### src/rtl/fetch_unit.sv
`default_nettype none
// ============================================================================
//  Module      : fetch_unit
//  Description : Instruction-fetch stage feeding the control decoder. Holds
//                the program counter and an IDLE/RUN/DONE state machine,
//                drives the instruction ROM address, and applies the
//                decoder's next-cycle control (Ack, GotoEn, Jump2En+Zero,
//                BranchEn, Jump) through a small programmable branch-target
//                table of absolute targets and signed relative offsets.
//  Revision    : 1.0 - initial release
// ----------------------------------------------------------------------------
//  Parameters
//    PC_W        PC / ROM address width
//    TBL_DEPTH   number of branch-target entries
//    START_ADDR  PC value loaded on Start
//  Ports
//    Clk         in   system clock, rising edge
//    Reset       in   asynchronous active-low reset
//    Start       in   pulse: enter RUN at START_ADDR (from IDLE or DONE)
//    Stall       in   hold PC and ignore all control this cycle (RUN only)
//    Ack         in   program finished -> DONE, PC frozen
//    GotoEn      in   absolute jump to Abs[TargIdx]
//    Jump2En     in   relative branch by Rel[TargIdx] when Zero is set
//    Zero        in   ALU zero flag
//    BranchEn    in   unconditional relative branch by Rel[TargIdx]
//    Jump        in   skip next instruction (PC+2)
//    TargIdx     in   branch-table read index
//    TblWrEn     in   branch-table write strobe
//    TblWrIdx    in   branch-table write index
//    TblWrAbs    in   absolute target written to the table
//    TblWrRel    in   two's-complement offset written to the table
//    CycleCnt    out  RUN cycle count (only with FETCH_CYCLE_CTR_EN)
//    ProgCtr     out  current PC, registered, ROM address
//    Running     out  high in RUN
//    Done        out  high in DONE
//  Build option
//    FETCH_CYCLE_CTR_EN  adds the saturating 16-bit CycleCnt output
// ============================================================================
module fetch_unit #(
    parameter int              PC_W       = 10,
    parameter int              TBL_DEPTH  = 8,
    parameter logic [PC_W-1:0] START_ADDR = '0
) (
    input  logic                          Clk,
    input  logic                          Reset,
    input  logic                          Start,
    input  logic                          Stall,
    input  logic                          Ack,
    input  logic                          GotoEn,
    input  logic                          Jump2En,
    input  logic                          Zero,
    input  logic                          BranchEn,
    input  logic                          Jump,
    input  logic [$clog2(TBL_DEPTH)-1:0]  TargIdx,
    input  logic                          TblWrEn,
    input  logic [$clog2(TBL_DEPTH)-1:0]  TblWrIdx,
    input  logic [PC_W-1:0]               TblWrAbs,
    input  logic [PC_W-1:0]               TblWrRel,
`ifdef FETCH_CYCLE_CTR_EN
    output logic [15:0]                   CycleCnt,
`endif
    output logic [PC_W-1:0]               ProgCtr,
    output logic                          Running,
    output logic                          Done
);

    typedef enum logic [1:0] {
        S_IDLE = 2'd0,
        S_RUN  = 2'd1,
        S_DONE = 2'd2
    } state_t;

    state_t            state;
    state_t            next_state;
    logic [PC_W-1:0]   pc;
    logic [PC_W-1:0]   pc_next;
    logic [PC_W-1:0]   abs_tbl [TBL_DEPTH];
    logic [PC_W-1:0]   rel_tbl [TBL_DEPTH];
    logic [PC_W-1:0]   rel_target;

    // Relative offsets are two's complement at full PC width, so a plain
    // modulo-2^PC_W add handles both directions and wrap-around.
    assign rel_target = pc + rel_tbl[TargIdx];

    // ------------------------------------------------------------------
    // State and PC register
    // ------------------------------------------------------------------
    always_ff @(posedge Clk or negedge Reset) begin
        if (!Reset) begin
            state <= S_IDLE;
            pc    <= '0;
        end else begin
            state <= next_state;
            pc    <= pc_next;
        end
    end

    // ------------------------------------------------------------------
    // Next-state / next-PC
    // ------------------------------------------------------------------
    always_comb begin
        next_state = state;
        pc_next    = pc;
        case (state)
            S_IDLE, S_DONE: begin
                if (Start) begin
                    next_state = S_RUN;
                    pc_next    = START_ADDR;
                end
            end
            S_RUN: begin
                // A stalled cycle swallows every control input, Ack included.
                if (!Stall) begin
                    if (Ack) begin
                        next_state = S_DONE;
                    end else if (GotoEn) begin
                        pc_next = abs_tbl[TargIdx];
                    end else if (Jump2En && Zero) begin
                        pc_next = rel_target;
                    end else if (BranchEn) begin
                        pc_next = rel_target;
                    end else if (Jump) begin
                        pc_next = pc + PC_W'(2);
                    end else begin
                        pc_next = pc + PC_W'(1);
                    end
                end
            end
            default: begin
                next_state = S_IDLE;
                pc_next    = '0;
            end
        endcase
    end

    // ------------------------------------------------------------------
    // Branch-target table. Reads are taken from the registered contents,
    // so a write coinciding with a redirect to the same index is seen only
    // from the following cycle.
    // ------------------------------------------------------------------
    always_ff @(posedge Clk or negedge Reset) begin
        if (!Reset) begin
            for (int i = 0; i < TBL_DEPTH; i++) begin
                abs_tbl[i] <= '0;
                rel_tbl[i] <= '0;
            end
        end else if (TblWrEn) begin
            abs_tbl[TblWrIdx] <= TblWrAbs;
            rel_tbl[TblWrIdx] <= TblWrRel;
        end
    end

`ifdef FETCH_CYCLE_CTR_EN
    // ------------------------------------------------------------------
    // RUN cycle counter: counts stalled cycles too, saturates, holds in
    // DONE and restarts from zero on the Start that enters RUN.
    // ------------------------------------------------------------------
    logic [15:0] cycle_cnt;

    always_ff @(posedge Clk or negedge Reset) begin
        if (!Reset) begin
            cycle_cnt <= '0;
        end else if (state == S_RUN) begin
            if (cycle_cnt != 16'hFFFF) begin
                cycle_cnt <= cycle_cnt + 16'd1;
            end
        end else if (Start) begin
            cycle_cnt <= '0;
        end
    end

    assign CycleCnt = cycle_cnt;
`endif

    assign ProgCtr = pc;
    assign Running = (state == S_RUN);
    assign Done    = (state == S_DONE);

endmodule
`default_nettype wire
### config.mk
export PLATFORM = sky130hd
export DESIGN_NAME = fetch_unit
export DESIGN_NICKNAME = d
export VERILOG_FILES = /design/src/rtl/fetch_unit.sv
export SDC_FILE = /design/constraint.sdc
export NUM_CORES = 1
export LEC_CHECK = 0
export ABC_AREA = 1
export BUFFER_PORTS_ARGS = -buffer_cell sky130_fd_sc_hd__buf_2
export CAP_MARGIN = 20
export CORE_ASPECT_RATIO = 0.5
export CORE_MARGIN = 2
export CORE_UTILIZATION = 45
export CTS_BUF_LIST = sky130_fd_sc_hd__clkbuf_16
export CTS_CLUSTER_SIZE = 20
export DETAILED_ROUTE_END_ITERATION = 8
export PLACE_DENSITY = 0.67
export SLEW_MARGIN = 20
export SYNTH_ARGS = -nofsm -noshare
export SYNTH_HDL_FRONTEND = slang
export SYNTH_SLANG_ARGS = --single-unit
### constraint.sdc
create_clock -name Clk -period 3 [get_ports Clk]
set_input_delay 0.45 -clock Clk [delete_from_list [all_inputs] [get_ports Clk]]
set_output_delay 0.45 -clock Clk [all_outputs]
set_load 0.005 [all_outputs]
==> results.py <==
metrics = {
    "status": {
        "status": "finished clean",
    },
    "routing": {
        "drtIter0Drc": 675,
        "drc_errors": 0,
        "ant_nets": 0,
        "drt_wl_total_mm": 22.4,
        "vias": 7385,
        "route.detailed.wl_per_inst_um": 16.3,
        "routed_via_density": 5.36,
        "drtPass1Iterations": 5,
    },
    "power": {
        "ir_drop_v": 0.000471,
        "p_leak_uw": 0.00467,
        "p_seq_share_pct": 45.6,
        "power.switching_uw": 2320,
        "clkPwrFrac_pct": 31.2,
        "p_per_area_nw_per_um2": 710,
        "p_comb_share_pct": 23.2,
        "netSwitchingFraction_pct": 34.1,
        "p_int_uw": 4490,
    },
    "setup_path": {
        "slowest_delay_ps": 350,
        "cp-end-kind": "register",
        "crit_required_ps": 3300,
        "crit_type": "primary input to register",
        "cp_num_buf_inv": 2,
        "crit_end": "ProgCtr[7]$_DFFE_PN0P_",
        "startpoint": "TargIdx[0]",
        "ff2ff_setup_slack_ps": 620,
        "critPathTopFamily": "compound AO/OA/AOI/OAI gates",
        "start_kind": "primary input",
        "cpMaxStageDelayCell": "a21oi_1",
        "worst_r2r_startpoint": "rel_tbl[50]$_DFFE_PN0P_",
        "cp.arrival_ps": 2800,
        "cp.depth": 15,
        "crit_chain": "buf_2 -> buf_4 -> o21ai_0 -> o22ai_1 -> nor2_1 -> a31oi_1 -> ha_1 -> a21oi_1 -> nor2_1 -> nor2_1 -> nand3b_1 -> nand3_1 -> nand3_1 -> nand3_1 -> o21ai_0",
        "crit_fanout": 11,
        "r2r_cells": 17,
        "r2r_end": "ProgCtr[6]$_DFFE_PN0P_",
    },
    "timing": {
        "finalMaxSlewViolations": 0,
        "setup_viol": 0,
        "fmax_ghz": 0.401,
        "fin_setup_tns_ps": 0,
        "rsz0062_at_grt": "no",
        "tightestPinTransition_ps": 704,
        "post-route-period-util_pct": 83.2,
        "hold_violations": 0,
        "period_minus_slack_ps": 2500,
        "finClkSkew_ps": 10.8,
        "fin_ws_ps": 504,
        "slew_headroom_pct": 53.1,
    },
    "grt": {
        "met3_usage_pct": 4.40,
        "grt_pass1_vias": 7197,
        "grt_max_degree": 72,
        "grt_use_met1_pct": 33.0,
        "gr-usage-all-layers_pct": 24.0,
        "antenna_found_initial": 1,
        "grt_overflow": 0,
        "met2_usage_pct": 38.8,
        "grt_pass1_wl_mm": 37.5,
        "grt_busiest_layer": "met2",
    },
    "place": {
        "dp_worst_setup_slack_ps": 114,
        "port_buffers": 48,
        "gp_congestion": 0.906,
        "hpwl_mm": 14.3,
        "dp.cells": 1345,
    },
    "worst_hold_path": {
        "hold_path.class": "primary input to async pin",
    },
    "floorplanning": {
        "dieArea_sq_um": 20200,
        "initial_core_util_pct": 46.2,
        "die_h_um": 102,
        "fp.coreArea_sq_um": 18500,
        "die_w_um": 199,
        "io_pins": 49,
        "row_count": 35,
    },
    "cells_and_area": {
        "final_util_pct": 51.8,
        "final_common_cell": "nand2_1",
        "area_growth_pct": 12.0,
        "finalNonFillerCells": 1378,
        "layout.nets": 1154,
        "most-common-layout-cells": "304 x nand2_1, 188 x o21ai_0, 172 x dfrtp_1, 75 x inv_1, 73 x nor2_1",
        "fillCellCount": 1770,
        "drive_above_1_share_pct": 10.9,
    },
    "run": {
        "cap_violations": 0,
    },
    "logic_synthesis": {
        "netlist_instances": 1075,
        "syn_avg_cell_area_sq_um": 7.97,
        "synth_seq_area_share_pct": 50.3,
        "ys_seq_elements": 172,
        "netlist_area_sq_um": 8560,
        "syn_nets": 1124,
        "yosysUniqueCellTypes": 39,
        "synth_warnings": 0,
    },
    "cts": {
        "clk_pin_slew_ps": 80,
        "post-cts-setup-buffers": 0,
        "numCtsBuffers": 17,
        "cts_sinks": 172,
        "clk_path_buf_depth": 2,
        "cts_tree": "yes",
        "clock-root-buffer": "clkbuf_16",
        "cts_hold_repair.buffers": 0,
        "htree_levels": 4,
        "ctsResizeCount": 0,
        "insertion_delay_ps": 430,
    },
}
how the worst min path moves through the flow:
stage | from | cells past startpoint | end | slack [ps]
4_1_cts | Reset | 1 | abs_tbl[6]$_DFFE_PN0P_ | 50
3_3_place_gp | rel_tbl[57]$_DFFE_PN0P_ | 2 | rel_tbl[57]$_DFFE_PN0P_ | 460
5_1_grt | Reset | 1 | abs_tbl[6]$_DFFE_PN0P_ | 70
6_report | Reset | 1 | abs_tbl[6]$_DFFE_PN0P_ | 9
2_1_floorplan | Reset | 0 | ProgCtr[0]$_DFFE_PN0P_ | 150
3_5_place_dp | rel_tbl[52]$_DFFE_PN0P_ | 2 | rel_tbl[52]$_DFFE_PN0P_ | 470
cell families after synthesis:
family	after synthesis	share of synthesized area (%)
AND/OR/NAND/NOR	447	21.2
AO/OA/AOI/OAI	297	18.7
flip-flops	172	50.3
buffers and inverters	143	7.61
adder cells (fa/ha/maj)	12	1.84
XOR/XNOR	4	0.409
per-layer routing:
layer	routed length, um	share of wire (%)	up-vias
met1	10600	47	3547
li1	-	-	3601
met5	0	0	-
met3	1260	5.6	43
met2	10100	45	194
met4	477	2.1	0
synth_stat cells, drive strengths merged:
| master | n | area share (%) |
|---|---|---|
| clkinv | 1 | 0.044 |
| buf | 30 | 2.6 |
| nand4 | 4 | 0.29 |
| a22oi | 15 | 1.4 |
| o21ai | 196 | 11 |
| ha | 11 | 1.6 |
| nor2 | 80 | 3.9 |
| xor2 | 2 | 0.20 |
| inv | 79 | 3.6 |
| nand3 | 51 | 3.0 |
| o22ai | 12 | 0.88 |
| nor3 | 3 | 0.23 |
| o211ai | 14 | 1.2 |
| nand3b | 3 | 0.26 |
| xnor2 | 2 | 0.20 |
| a21o | 1 | 0.088 |
| clkbuf | 33 | 1.4 |
| a21oi | 50 | 3.0 |
| dfrtp | 172 | 50 |
| o21a | 1 | 0.088 |
| nand2 | 306 | 13 |
| fa | 1 | 0.23 |
| a31oi | 8 | 0.58 |
through the flow:
step	instance area [sq um]	hold slack, ps	total power, uW
after CTS	9590	53.2	6830
after global placement	9030	460	4660
after floorplan	8560	154	4190
after detailed placement	9030	467	4710
final	9590	8.56	6810
after global routing	9590	66.0	7250
registers in the layout (all words and copies together), names as in the netlist:
name     count
ProgCtr     10
state        2
rel_tbl     80
abs_tbl     80
cell type report:
type,instances,area [sq um],share of cell area (%)
Antenna cell,1,2.50,0.0261
Clock buffer,17,425,4.43
Clock inverter,15,136,1.42
Inverter,80,308,3.21
Multi-Input combinational cell,760,3610,37.7
Sequential cell,172,4300,44.9
Tap cell,259,324,3.38
Timing Repair Buffer,74,479,4.99
power by group through the flow:
| stage | Sequential [uW] | Clock, uW | Combinational (uW) |
|---|---|---|---|
| 2_1_floorplan | 3060 | 0 | 1130 |
| 3_3_place_gp | 3130 | 0 | 1530 |
| 3_5_place_dp | 3140 | 0 | 1570 |
| 4_1_cts | 3100 | 2150 | 1580 |
| 5_1_grt | 3170 | 2260 | 1830 |
| 6_report | 3110 | 2120 | 1580 |
worst reg2reg max path: stages, from the launching register on:
cell	delay, ps
dfrtp_1	340
o21ai_0	70
o22ai_1	170
nor2_1	60
a31oi_1	190
ha_1	220
inv_1	60
fa_1	400
inv_1	80
nand3_1	60
nand2_1	140
nand3_1	80
nand2_1	80
nor2_1	40
o21ai_1	120
nand2_1	60
nand2_1	60
nand2_1	50
Note: power is estimated with default switching activity, not from simulation.
